<file path="config.mk">
export PLATFORM = sky130hd
export DESIGN_NAME = edge_event_scheduler_flat
export DESIGN_NICKNAME = d
export VERILOG_FILES = /design/src/rtl/edge_evt_pkg.sv /design/src/rtl/edge_event_scheduler_if.sv /design/src/rtl/edge_sync_detect.sv /design/src/rtl/edge_event_scheduler.sv /design/src/flat_wrapper.sv
export SDC_FILE = /design/constraint.sdc
export NUM_CORES = 1
export LEC_CHECK = 0
export CAP_MARGIN = 40
export CORE_MARGIN = 4
export CORE_UTILIZATION = 58
export CTS_BUF_LIST = sky130_fd_sc_hd__clkbuf_4 sky130_fd_sc_hd__clkbuf_8
export CTS_CLUSTER_DIAMETER = 50
export DETAILED_ROUTE_END_ITERATION = 8
export MAX_ROUTING_LAYER = met4
export PLACE_DENSITY = 0.85
export SLEW_MARGIN = 10
export SYNTH_ARGS = -nofsm -noshare
export SYNTH_HDL_FRONTEND = slang
export SYNTH_SLANG_ARGS = --single-unit
</file>
<file path="constraint.sdc">
create_clock -name clk -period 4.4 [get_ports clk]
set_input_delay 0.88 -clock clk [delete_from_list [all_inputs] [get_ports clk]]
set_output_delay 0.88 -clock clk [all_outputs]
set_load 0.03 [all_outputs]
</file>
<file path="src/rtl/edge_evt_pkg.sv">
// Shared definitions for the edge event scheduler: edge-mode codes, FSM state, round-robin pick.
// Latency: n/a (package only).
// Backpressure: n/a.
package edge_evt_pkg;

    localparam int EDGE_ANY  = 0;
    localparam int EDGE_RISE = 1;
    localparam int EDGE_FALL = 2;

    typedef enum logic {
        IDLE  = 1'b0,
        OFFER = 1'b1
    } fsm_state_t;

    // First set bit of pend searching from last+1, wrapping modulo n (n <= 16).
    // Returns last unchanged when nothing is pending; callers gate on |pend.
    function automatic int rr_pick(input logic [15:0] pend, input int last, input int n);
        int  res;
        int  idx;
        bit  found;
        res   = last;
        found = 1'b0;
        for (int off = 1; off <= 16; off++) begin
            if (off <= n && !found) begin
                idx = (last + off) % n;
                if (pend[idx[3:0]]) begin
                    res   = idx;
                    found = 1'b1;
                end
            end
        end
        return res;
    endfunction

endpackage

</file>
<file path="src/rtl/edge_event_scheduler_if.sv">
// Event offer handshake between the scheduler (master) and its consumer (slave).
// Latency: n/a (wires only).
// Backpressure: evt_ready from the consumer stalls the offer; channel/level hold while stalled.
interface edge_event_scheduler_if #(
    parameter int N_CH = 4
);
    localparam int CH_W = $clog2(N_CH);

    logic            evt_valid;
    logic            evt_ready;
    logic [CH_W-1:0] evt_channel;
    logic            evt_level;

    modport master (output evt_valid, output evt_channel, output evt_level, input evt_ready);
    modport slave  (input evt_valid, input evt_channel, input evt_level, output evt_ready);

endinterface

</file>
<file path="src/rtl/edge_sync_detect.sv">
// One channel: synchronizer chain, previous-level register and edge-mode qualification.
// Latency: edge_det asserts SYNC_STAGES cycles after the input changes, for one cycle.
// Backpressure: none; edges are reported whenever they occur (arm gates them after reset).
// Ports: clk/reset, signal_in (async line), arm (edge enable), edge_det (qualified edge), level (synced level).
module edge_sync_detect
    import edge_evt_pkg::*;
#(
    parameter int SYNC_STAGES = 2,
    parameter int EDGE_MODE   = EDGE_ANY
) (
    input  logic clk,
    input  logic reset,
    input  logic signal_in,
    input  logic arm,
    output logic edge_det,
    output logic level
);

    logic [SYNC_STAGES-1:0] sync_q;
    logic                   prev_q;

    always_ff @(posedge clk) begin
        if (!reset) begin
            sync_q <= '0;
            prev_q <= 1'b0;
        end else begin
            sync_q <= {sync_q[SYNC_STAGES-2:0], signal_in};
            prev_q <= sync_q[SYNC_STAGES-1];
        end
    end

    assign level = sync_q[SYNC_STAGES-1];

    always_comb begin
        edge_det = 1'b0;
        if (arm && (level != prev_q)) begin
            case (EDGE_MODE)
                EDGE_RISE: edge_det = level;
                EDGE_FALL: edge_det = !level;
                default:   edge_det = 1'b1;
            endcase
        end
    end

endmodule

</file>
<file path="src/rtl/edge_event_scheduler.sv">
// Collects per-channel edge events into pending bits and serializes them round-robin onto one port.
// Latency: input change to evt_valid is SYNC_STAGES+1 cycles when idle; one event per cycle thereafter.
// Backpressure: evt_ready low holds the offer; further edges on a still-pending channel flag evt_overrun.
// Ports: clk/reset, signal_in (async lines), ch_enable, evt_overrun (sticky), overrun_clear, evt (offer handshake).
module edge_event_scheduler
    import edge_evt_pkg::*;
#(
    parameter int N_CH        = 4,
    parameter int SYNC_STAGES = 2,
    parameter int EDGE_MODE   = EDGE_ANY
) (
    input  logic                 clk,
    input  logic                 reset,
    input  logic [N_CH-1:0]      signal_in,
    input  logic [N_CH-1:0]      ch_enable,
    output logic [N_CH-1:0]      evt_overrun,
    input  logic                 overrun_clear,
    edge_event_scheduler_if.master evt
);

    localparam int CH_W     = $clog2(N_CH);
    localparam int ARM_DONE = SYNC_STAGES + 1;
    localparam int ARM_W    = $clog2(SYNC_STAGES + 2);

    logic [ARM_W-1:0] arm_cnt;
    logic             arm;

    logic [N_CH-1:0]  edge_raw;
    logic [N_CH-1:0]  level_s;
    logic [N_CH-1:0]  edge_q;

    logic [N_CH-1:0]  pending_q, pending_d;
    logic [N_CH-1:0]  lvl_q, lvl_d;
    logic [N_CH-1:0]  ovr_q, ovr_set;
    logic [CH_W-1:0]  last_q;
    logic [CH_W-1:0]  chan_q;
    logic             level_q;

    fsm_state_t       state_q, state_d;
    logic             any_pend;
    logic             load;
    logic [CH_W-1:0]  pick_idx;
    logic [N_CH-1:0]  load_onehot;

    // Edges stay masked until prev has caught up with the true line level,
    // so a line sitting high through reset does not look like a rising edge.
    always_ff @(posedge clk) begin
        if (!reset) begin
            arm_cnt <= '0;
        end else if (!arm) begin
            arm_cnt <= arm_cnt + 1'b1;
        end
    end

    assign arm = (arm_cnt == ARM_W'(ARM_DONE));

    for (genvar gi = 0; gi < N_CH; gi++) begin : g_ch
        edge_sync_detect #(
            .SYNC_STAGES (SYNC_STAGES),
            .EDGE_MODE   (EDGE_MODE)
        ) u_det (
            .clk       (clk),
            .reset     (reset),
            .signal_in (signal_in[gi]),
            .arm       (arm),
            .edge_det  (edge_raw[gi]),
            .level     (level_s[gi])
        );
    end

    assign edge_q   = edge_raw & ch_enable;
    assign any_pend = |pending_q;
    assign pick_idx = CH_W'(rr_pick(16'(pending_q), int'(last_q), N_CH));

    // FSM state register
    always_ff @(posedge clk) begin
        if (!reset) begin
            state_q <= IDLE;
        end else begin
            state_q <= state_d;
        end
    end

    // FSM next state
    always_comb begin
        state_d = state_q;
        case (state_q)
            IDLE:    if (any_pend) state_d = OFFER;
            OFFER:   if (evt.evt_ready && !any_pend) state_d = IDLE;
            default: state_d = IDLE;
        endcase
    end

    // FSM outputs: load fires on entry from IDLE and on every handshake with work left.
    always_comb begin
        evt.evt_valid = (state_q == OFFER);
        load          = any_pend && ((state_q == IDLE) || evt.evt_ready);
        load_onehot   = load ? (N_CH'(1) << pick_idx) : '0;
    end

    // Pending update. A fresh edge beats the clear from a load on the same channel,
    // and only counts as overrun if the bit was pending and not being drained now.
    always_comb begin
        pending_d = pending_q;
        lvl_d     = lvl_q;
        ovr_set   = '0;
        for (int i = 0; i < N_CH; i++) begin
            if (!ch_enable[i]) begin
                pending_d[i] = 1'b0;
            end else if (edge_q[i]) begin
                pending_d[i] = 1'b1;
                lvl_d[i]     = level_s[i];
                ovr_set[i]   = pending_q[i] && !load_onehot[i];
            end else if (load_onehot[i]) begin
                pending_d[i] = 1'b0;
            end
        end
    end

    always_ff @(posedge clk) begin
        if (!reset) begin
            pending_q <= '0;
            lvl_q     <= '0;
            ovr_q     <= '0;
        end else begin
            pending_q <= pending_d;
            lvl_q     <= lvl_d;
            ovr_q     <= (overrun_clear ? '0 : ovr_q) | ovr_set;
        end
    end

    always_ff @(posedge clk) begin
        if (!reset) begin
            chan_q  <= '0;
            level_q <= 1'b0;
            last_q  <= CH_W'(N_CH - 1);
        end else if (load) begin
            chan_q  <= pick_idx;
            level_q <= lvl_q[pick_idx];
            last_q  <= pick_idx;
        end
    end

    assign evt.evt_channel = chan_q;
    assign evt.evt_level   = level_q;
    assign evt_overrun     = ovr_q;

endmodule

</file>
<file path="src/flat_wrapper.sv">
// flat-port wrapper written by rule: the top's interface ports become plain ports
module edge_event_scheduler_flat import edge_evt_pkg::*;
#(
    parameter int N_CH        = 4,
    parameter int SYNC_STAGES = 2,
    parameter int EDGE_MODE   = EDGE_ANY
)
  (clk, reset, signal_in, ch_enable, evt_overrun, overrun_clear, evt_evt_valid, evt_evt_channel, evt_evt_level, evt_evt_ready);
  edge_event_scheduler_if #(.N_CH(N_CH)) evt_i ();
  input  logic clk;
  input  logic reset;
  input  logic [N_CH-1:0] signal_in;
  input  logic [N_CH-1:0] ch_enable;
  output logic [N_CH-1:0] evt_overrun;
  input  logic overrun_clear;
  output wire logic [$bits(evt_i.evt_valid)-1:0] evt_evt_valid;
  output wire logic [$bits(evt_i.evt_channel)-1:0] evt_evt_channel;
  output wire logic [$bits(evt_i.evt_level)-1:0] evt_evt_level;
  input wire logic [$bits(evt_i.evt_ready)-1:0] evt_evt_ready;
  assign evt_evt_valid = evt_i.evt_valid;
  assign evt_evt_channel = evt_i.evt_channel;
  assign evt_evt_level = evt_i.evt_level;
  assign evt_i.evt_ready = evt_evt_ready;
  edge_event_scheduler #(.N_CH(N_CH), .SYNC_STAGES(SYNC_STAGES), .EDGE_MODE(EDGE_MODE)) u_core (.clk(clk), .reset(reset), .signal_in(signal_in), .ch_enable(ch_enable), .evt_overrun(evt_overrun), .overrun_clear(overrun_clear), .evt(evt_i));
endmodule
</file>
After elaboration in Yosys (flattened, before gate mapping)
Index checks and enable logic that the tools add are counted.
{"block": "classes", "bitwise": 7, "mux": 47, "magnitude_cmp": 5, "n_reduce_logical": 33, "addsub": 5, "n_shift": 1, "n_eq_ne": 5}
{"operator": "2-to-1 mux 1 bit", "n": 32}
{"operator": "less-than comparator 4 x 5 -> 1 bit, second input constant", "n": 4}
{"operator": "AND reduction 2 bit", "n": 8}
{"operator": "2-to-1 mux 2 bit", "n": 7}
{"operator": "binary-select mux 1 bit (select 3 bit)", "n": 4}
{"operator": "logical AND 1 bit", "n": 10}
{"operator": "2-to-1 mux 4 bit", "n": 2}
{"operator": "nonzero test 2 bit", "n": 4}
{"operator": "OR reduction 2 bit", "n": 4}
{"operator": "adder 2 x 1 -> 2 bit, second input constant", "n": 3}
{"operator": "zero test 1 bit", "n": 5}
{"operator": "adder 2 bit, second input constant", "n": 2}
{"operator": "AND 1 bit, first input constant", "n": 4}
{"operator": "AND 4 bit", "n": 1}
{"operator": "inequality test 1 bit", "n": 4}
{"operator": "OR 4 bit", "n": 1}
{"operator": "OR reduction 4 bit", "n": 1}
{"operator": "left shift 1 x 2 -> 4 bit, first input constant", "n": 1}
{"operator": "less-than comparator 2 x 3 -> 1 bit, second input constant", "n": 1}
{"operator": "binary-select mux 1 bit (select 2 bit)", "n": 1}
{"operator": "== test 2 bit, second input constant", "n": 1}
{"operator": "case mux 1 bit (2 select lines)", "n": 1}
{"operator": "logical OR 1 bit", "n": 1}
{"operator": "NOT 1 bit", "n": 1}
{"block": "totals", "word_cells": 125, "register_bits": 32, "input_bits": 12, "output_inout_bits": 8}

Logic depth before layout (Yosys ltp)
Gate-level depths: netlist of the first run.
{"block": "depth", "word_depth": 19, "depth_mapped": 6}

By module
Synthesis of the first run repeated with hierarchy kept, for this count alone.
{"block": "hier_totals", "hier_cells": 133, "area_unflattened_um2": 1290.0}
{"module": "edge_event_scheduler", "instances": 1, "area_each_um2": 909.6, "cells_per_inst": 101, "seq_area_each_um2": 400.4}
{"module": "edge_sync_detect", "instances": 4, "area_each_um2": 95.1, "cells_per_inst": 8, "seq_area_each_um2": 60.1}

Least setup slack after synthesis of the first run
No wires, ideal clock.
{"block": "synth_timing", "path_kind": "input to register", "start": "in evt_evt_ready", "end": "reg u_core.level_q, in the netlist u_core.evt.evt_level", "arrival_time_ns": 1.890, "path_buffers": 1, "setup_time_ns": 0.123, "stages": 6, "slack_ns": 2.387, "path_cell_list": "nand2b_1 -> nor2b_1 -> buf_4 -> or3b_4 -> a211oi_2 -> a211oi_2"}
{"block": "synth_via", "elab_chain_cells": 2}
{"item": "start: declaration", "line_no": "flat_wrapper.sv:19", "source": "input wire logic [$bits(evt_i.evt_ready)-1:0] evt_evt_ready;"}
{"item": "logical OR 1 bit", "line_no": "edge_event_scheduler.sv:97", "source": "load = any_pend && ((state_q == IDLE) || evt.evt_ready);"}
{"item": "logical AND 1 bit", "line_no": "edge_event_scheduler.sv:97"}
{"item": "end signal: assignment", "line_no": "edge_event_scheduler.sv:139", "source": "level_q <= lvl_q[pick_idx];"}
{"item": "end: declaration", "line_no": "edge_event_scheduler.sv:37", "source": "logic level_q;"}
No other way between the ends.
A chain may end at the register's enable or synchronous reset.

Worst setup path in the final report of the first run
Same ends and word-level chain as after synthesis.

==> summary.md, run 1 <==
| Metric | Value |
|---|---|
| CP max FO | `8` |
| Worst skew pair latency | `0.32 ns` |
| Reg2reg start | `u_core.pending_q[1]` |
| DR iter-0 viols | `11` |
| Most used cell, CP | `a211oi_2` |
| Worst path setup slack after routing | `2.03 ns` |
| Unique cell type count in the Yosys netlist | `26` |
| Post-CTS setup buffer count | `0` |
| LEAKAGE | `0.622 nW` |
| Clk network pwr share | `34.6%` |
| DP HPWL | `1.72 mm` |
| Die area | `3000 µm²` |
| Overflow left after global routing | `0` |
| CP required | `4.62 ns` |
| Unrepaired setup endpoints after global routing | `no` |
| Cts hold-fix bufs | `0` |
| Dominant cell type by area after synthesis | `dfxtp_1` |
| Port Buf Inserts | `19` |
| Flop2flop setup slack | `2.63 ns` |
| Min-delay worst type | `flip-flop to flip-flop` |
| Critical setup path kind | `input pin to flip-flop` |
| Largest stage delay, worst path | `0.47 ns` |
| Core box area | `2020 µm²` |
| Final non-filler cell area | `1550 µm²` |
| Sink of the worst hold path | `u_core.g_ch[1].u_det.sync_q[1]` |
| Final period util | `53.9%` |
| Worst Skew | `0.00743 ns` |
| Worst path cell trace | `clkdlybuf4s50_1 -> nand2b_1 -> nor2b_1 -> or3b_4 -> a211oi_2 -> a211oi_2` |
| Worst setup EP type | `flip-flop` |
| PostCTS Resize Cnt | `0` |
| Pwr dens | `341 nW/µm²` |
| Fmax | `422 MHz` |
| Drt drc | `0` |
| GRT Overall Usage | `19.6%` |
| Area grow syn2layout | `22.6%` |
| Via density | `5.30` |
| Synth area leaders | `dfxtp_1 (51%), and2_1 (6.4%), mux2i_1 (6.3%), nand2_1 (3.6%), nor2b_1 (3.5%)` |
| Area after DPL | `1490 µm²` |
| Int Pwr | `0.415 mW` |
| Worst slew margin | `67.8%` |
| Initial core utilization | `62.7%` |
| Num ports | `20` |
| First-pass GRT wire length | `3.93 mm` |
| Ys Warns | `0` |
| Sequential-to-total area share from yosys stat | `50.5%` |
| Root Buffer | `clkbuf_4` |
| MaxCap Viol Count | `0` |
| HP Start | `u_core.g_ch[1].u_det.sync_q[0]` |
| Die Wd | `54.7 µm` |
| Finish-stage setup viols | `0` |
| VDD IR max | `0.280 mV` |
| Hold slack final | `0.438 ns` |
| Final-report max-slew violation count | `0` |
| Combinational share of power | `8.0%` |
| Largest net degree at the start of global routing | `24` |
| Syn Nets | `145` |
| P_sw | `0.115 mW` |
| CTS Buf Count | `5` |
| CTS sink cnt | `32` |
| Post-layout min period | `2.37 ns` |
| Via count | `970` |
| Cells after Synth | `132` |
| Post-route ant nets | `0` |
| Chip height | `54.7 µm` |
| Layout Nets | `168` |
| Hold Path Stages | `1` |
| Sw Ratio | `21.7%` |
| Synth Cell Area | `1270 µm²` |
| Synth Register Bits | `32` |
| Layout cells sized above 1 | `8.33%` |
| Total power | `0.530 mW` |
| Startpoint types | `input pin` |
| Final TNS setup | `0 ns` |
| Reg power frac | `57.5%` |
| Pre-antenna DRT Iters | `4` |
| Crit path max-delay cell type | `or3b_4` |
| CTS H-Tree Depth | `2` |
| Slew @ Worst Pin | `0.481 ns` |
| Worst path arrival time | `2.59 ns` |
| Vias in the first global route | `896` |
| Max Root-Sink Buffers | `2` |
| Yosys top cell area share | `50.5%` |
| Reg clk slew, reported paths | `0.09 ns` |
| Hold Fails Final Rpt | `0` |
| # rows | `16` |
| Antenna diode count | `0` |
| Reg2Reg Depth | `5` |
| Wire per inst | `12.7 µm` |
| Initial antenna violation count | `0` |
| CTS tree | `built` |
| Final RePlAce weighted congestion | `0.831` |
| Capturing point of the worst reg2reg path | `u_core.evt.evt_level` |
| Status | `finished clean` |
| Final wirelength | `2.32 mm` |
| Setup Slack @ Placement | `1.70 ns` |
| Syn Area/Cell | `9.60 µm²` |
## sequential cells by signal, summed over array words and instances, names as in the netlist
signal,flops
u_core.evt.evt_channel,2
u_core.pending_q,4
u_core.evt.evt_level,1
u_core.evt_overrun,4
u_core.g_ch.u_det.sync_q,8
u_core.lvl_q,4
u_core.g_ch.u_det.prev_q,4
u_core.last_q,2
u_core.evt.evt_valid,1
u_core.arm_cnt,2
## logic make-up (layout without fill, tap and decap cells)
family | after synthesis | in the layout | synth area share, %
and+or+nand+nor | 51 | 51 | 23.3
buffers and inverters | 11 | 35 | 3.55
DFF | 32 | 32 | 50.5
adders and majority gates | 1 | 1 | 0.987
muxes | 8 | 8 | 6.32
xor gates and xnor gates | 5 | 5 | 3.45
AOI/OAI and AO/OA | 24 | 24 | 11.8
## per-layer routing
layer | GRT usage [%] | vias up | wire [µm]
met3 | 8.17 | 3 | 145
met5 | - | - | 0
li1 | - | 493 | -
met2 | 31.7 | 31 | 1140
met1 | 21.2 | 443 | 1010
met4 | 7.47 | 0 | 19
## power groups by stage
stage               combinational [mW]  clock (mW)  sequential [mW]
global placement                0.0392           0            0.311
global route                    0.0473       0.202            0.306
detailed placement              0.0429           0            0.312
floorplan                       0.0234           0            0.311
finish                          0.0423       0.183            0.305
CTS                             0.0433       0.190            0.305
## synthesized netlist by cell type
cell      count
dfxtp_1      32
and2_1       13
nand2_1      12
mux2i_1       8
inv_1         7
nor2b_1       7
a21oi_1       6
nand2b_1      6
o21ai_0       6
and3_1        5
o21ai_1       5
xor2_1        4
clkbuf_1      3
nand3b_1      3
a211oi_2      2
a21boi_0      2
nand3_1       2
a21o_1        1
a31oi_1       1
buf_4         1
ha_1          1
nor4_1        1
o221a_1       1
or2_2         1
or3b_4        1
xnor2_1       1
## worst max-delay path by stage
| stage | startpoint | end | cells past startpoint |
|---|---|---|---|
| final | evt_evt_ready | u_core.evt.evt_level | 6 |
| after global placement | evt_evt_ready | u_core.evt.evt_level | 6 |
| after floorplan | evt_evt_ready | u_core.evt.evt_level | 6 |
| after global routing | evt_evt_ready | u_core.evt_overrun[3] | 6 |
| after detailed placement | evt_evt_ready | u_core.evt.evt_level | 6 |
| after CTS | evt_evt_ready | u_core.evt.evt_level | 6 |
## layout make-up
cell class | count | area (µm²)
tap | 27 | 33.8
multi-input combinational | 89 | 582
fill | 144 | 468
clock buffer | 8 | 66.3
timing repair buffer | 20 | 205
sequential | 32 | 641
inverter | 7 | 26.3
## layout by cell type (no fill, tap or decap), drive strengths merged
| master | synthesis | routed |
|---|---|---|
| a21oi | 6 | 6 |
| xnor2 | 1 | 1 |
| nand3 | 2 | 2 |
| clkdlybuf4s50 | 0 | 19 |
| nand2 | 12 | 12 |
| inv | 7 | 7 |
| and2 | 13 | 13 |
| a211oi | 2 | 2 |
| nor4 | 1 | 1 |
| nand2b | 6 | 6 |
| o21ai | 11 | 11 |
| nand3b | 3 | 3 |
| ha | 1 | 1 |
| dfxtp | 32 | 32 |
| nor2b | 7 | 7 |
| a31oi | 1 | 1 |
| xor2 | 4 | 4 |
| a21o | 1 | 1 |
| mux2i | 8 | 8 |
| clkbuf | 3 | 8 |
| or3b | 1 | 1 |
| a21boi | 2 | 2 |
| or2 | 1 | 1 |
| o221a | 1 | 1 |
| buf | 1 | 1 |
| and3 | 5 | 5 |
## critical path: cells and delay by family
family	cells	cell delay, ns
compound gates	2	0.29
buf+inv	1	0.45
simple gates	3	0.96
## metrics by stage
step / utilization [%] / std cells
3_5_place_dp: 73.6 / 175
5_1_grt: 76.9 / 183
4_1_cts: 76.9 / 183
6_report: 76.9 / 183
2_1_floorplan: - / 132
3_3_place_gp: 72.8 / 174
(Power assumes the default switching activity.)
==> inputs of run 2 (changes only) <==
Settings changed: CORE_UTILIZATION 58 to 54, PLACE_DENSITY 0.85 to 0.8.
Clock period 4.4 ns to 2.3 ns, I/O delays scaled along.
==> run 2 against run 1 <==
Combinational power up 86%; highest routed layer unchanged; hold slack improved by 0.0027 ns; design area fell by 0.24%; largest power group unchanged.
==> summary.md, run 2 (synthesis gave the netlist of run 1 again) <==
| Metric | Value |
|---|---|
| Die Wd | `56.4 µm (+3.1%)` |
| Largest delay share family, worst path | `buffers and inverters` |
| Chip height | `56.4 µm (+3.1%)` |
| Crit path max-delay cell type | `clkdlybuf4s50_1` |
| CP required | `1.84 ns (-2.78 ns)` |
| Placed cells | `177 (+1.1%)` |
| Critical setup path kind | `flip-flop to output port` |
| Reg2reg start | `u_core.pending_q[3]` |
| Pre-antenna DRT Iters | `4 (unchanged)` |
| First-pass GRT wire length | `3.94 mm (+0.15%)` |
| DP HPWL | `1.67 mm (-2.7%)` |
| Most flops, register | `u_core.g_ch.u_det.sync_q` |
| Reg clk slew, reported paths | `0.09 ns (about the same)` |
| Worst Skew | `0.00824 ns (+0.000809 ns)` |
| Min-delay worst type | `flip-flop to flip-flop` |
| Core box area | `2230 µm² (+10%)` |
| Root Buffer | `clkbuf_4` |
| Fmax | `547 MHz` |
| Cts hold-fix bufs | `0 (unchanged)` |
| Largest net degree at the start of global routing | `24 (unchanged)` |
| Combinational share of power | `7.9% (about the same)` |
| CP max FO | `2 (-6)` |
| Unrepaired setup endpoints after global routing | `no` |
| DR iter-0 viols | `32 (+21)` |
| Register Area | `641 µm² (unchanged)` |
| Via count | `991 (+2.2%)` |
| Fill cells | `185 (+28%)` |
| Antenna diode count | `0 (unchanged)` |
| Clk network pwr share | `33.2% (-1.4 points)` |
| GRT Overall Usage | `17.0% (-2.6 points)` |
| Int Pwr | `0.764 mW (+84%)` |
| MaxCap Viol Count | `0 (unchanged)` |
| Worst slew margin | `73.7% (+5.9 points)` |
| Flop2flop setup slack | `0.65 ns (-1.98 ns)` |
| # rows | `17 (+1)` |
| Reg power frac | `58.9% (+1.4 points)` |
| Final RePlAce weighted congestion | `0.832 (+0.20%)` |
| Status | `finished clean` |
| Via density | `5.36 (+1.1%)` |
| Largest stage delay, worst path | `0.67 ns (+0.20 ns)` |
| Num ports | `20 (unchanged)` |
| Overflow left after global routing | `0 (unchanged)` |
| Final period util | `79.4%` |
| Final wirelength | `2.28 mm (-1.7%)` |
| Hold Path Stages | `1 (unchanged)` |
| PostCTS Resize Cnt | `0 (unchanged)` |
| Wire per inst | `12.3 µm (-2.7%)` |
| Layout cells sized above 1 | `8.92% (+0.58 points)` |
| Post-layout min period | `1.83 ns` |
| Worst path arrival time | `1.37 ns (-1.22 ns)` |
| Reg2Reg Depth | `5 (unchanged)` |
| LEAKAGE | `0.624 nW (+0.23%)` |
| CTS tree | `built` |
| Initial antenna violation count | `0 (unchanged)` |
| Max Root-Sink Buffers | `2 (unchanged)` |
| Sw Ratio | `22.8% (+1.1 points)` |
| VDD IR max | `0.475 mV (+70%)` |
| Final-report max-slew violation count | `0 (unchanged)` |
| Worst skew pair latency | `0.33 ns (about the same)` |
| Layout Nets | `169 (+0.60%)` |
| HP Start | `u_core.g_ch[3].u_det.sync_q[0]` |
| CTS sink cnt | `32 (unchanged)` |
| Worst path cell trace | `clkdlybuf4s50_1` |
| Die area | `3190 µm² (+6.3%)` |
| Slew @ Worst Pin | `0.391 ns (-0.0905 ns)` |
| Final TNS setup | `0 ns (unchanged)` |
| Most common cell after layout, fill and taps aside | `dfxtp_1` |
| Pwr dens | `638 nW/µm² (+87%)` |
| P_sw | `0.225 mW (+96%)` |
| Initial core utilization | `56.8% (-5.9 points)` |
| Commonest cells after routing, fill and taps aside | `dfxtp_1 (32), clkdlybuf4s50_1 (19), and2_1 (13)` |
| Hold Fails Final Rpt | `0 (unchanged)` |
| Finish-stage setup viols | `0 (unchanged)` |
| Area grow syn2layout | `22.3%` |
| Port Buf Inserts | `19 (unchanged)` |
| Drt drc | `0 (unchanged)` |
| Vias in the first global route | `921 (+2.8%)` |
| CTS Buf Count | `5 (unchanged)` |
| Worst setup EP type | `output port` |
| Worst path buffer plus inverter count | `1 (unchanged)` |
| Capturing point of the worst reg2reg path | `u_core.evt.evt_level` |
| Startpoint types | `flip-flop` |
| Post-CTS setup buffer count | `0 (unchanged)` |
| Post-route ant nets | `0 (unchanged)` |
| Area taken by multi-input logic gates | `582 µm² (unchanged)` |
| Max FFs per register | `8 (unchanged)` |
| Sink of the worst hold path | `u_core.g_ch[3].u_det.sync_q[1]` |
| CTS H-Tree Depth | `2 (unchanged)` |
| Final non-filler cell total | `185 (+1.1%)` |
run 2: cell types whose count changed in the layout (fill, tap and decap cells not counted):
| cell | delta |
|---|---|
| buf_4 | +2 |
| buf_8 | -1 |
| clkinv_2 | +2 |
| clkbuf_4 | -2 |
run 2: final cells by class:
type	count	share of cell area (%)
Inverter	7	1.69
Multi-Input combinational cell	89	37.5
Tap cell	28	2.26
Sequential cell	32	41.3
Timing Repair Buffer	21	13.2
Clock inverter	2	0.646
Clock buffer	6	3.31
run 2: power groups by stage:
stage | clock, mW | combinational (mW) | sequential, mW
finish | 0.328 | 0.0785 | 0.583
detailed placement | 0 | 0.0793 | 0.596
global placement | 0 | 0.0767 | 0.594
CTS | 0.340 | 0.0800 | 0.583
global route | 0.369 | 0.0870 | 0.586
floorplan | 0 | 0.0448 | 0.596
run 2: how the worst max path moves through the flow:
stage	start	endpoint	cells after the start
final	u_core.evt_overrun[2]	evt_overrun[2]	1
after global routing	u_core.evt_overrun[0]	evt_overrun[0]	1
after CTS	u_core.evt_overrun[2]	evt_overrun[2]	1
after detailed placement	evt_evt_ready	u_core.evt.evt_level	6
after global placement	evt_evt_ready	u_core.evt.evt_level	6
after floorplan	evt_evt_ready	u_core.evt.evt_level	6
run 2: metal layers:
layer	vias to the layer above	global-route usage (%)	share of wire (%)
met5	-	-	0
met4	0	12.2	3.3
met3	9	8.05	8.3
met2	40	24.8	48
met1	452	17.8	40
li1	490	-	-
run 2: metrics by stage:
step           util (%)  power [mW]  cell area, µm²  setup WS [ns]  hold WS, ns
6_report           69.4       0.989            1550          0.473        0.440
5_1_grt            69.4        1.04            1550          0.396        0.461
4_1_cts            69.4        1.00            1550          0.463        0.444
3_5_place_dp       66.7       0.675            1490          0.268        0.422
3_3_place_gp       66.7       0.671            1490          0.304        0.414
2_1_floorplan         -       0.641            1270          0.707        0.412
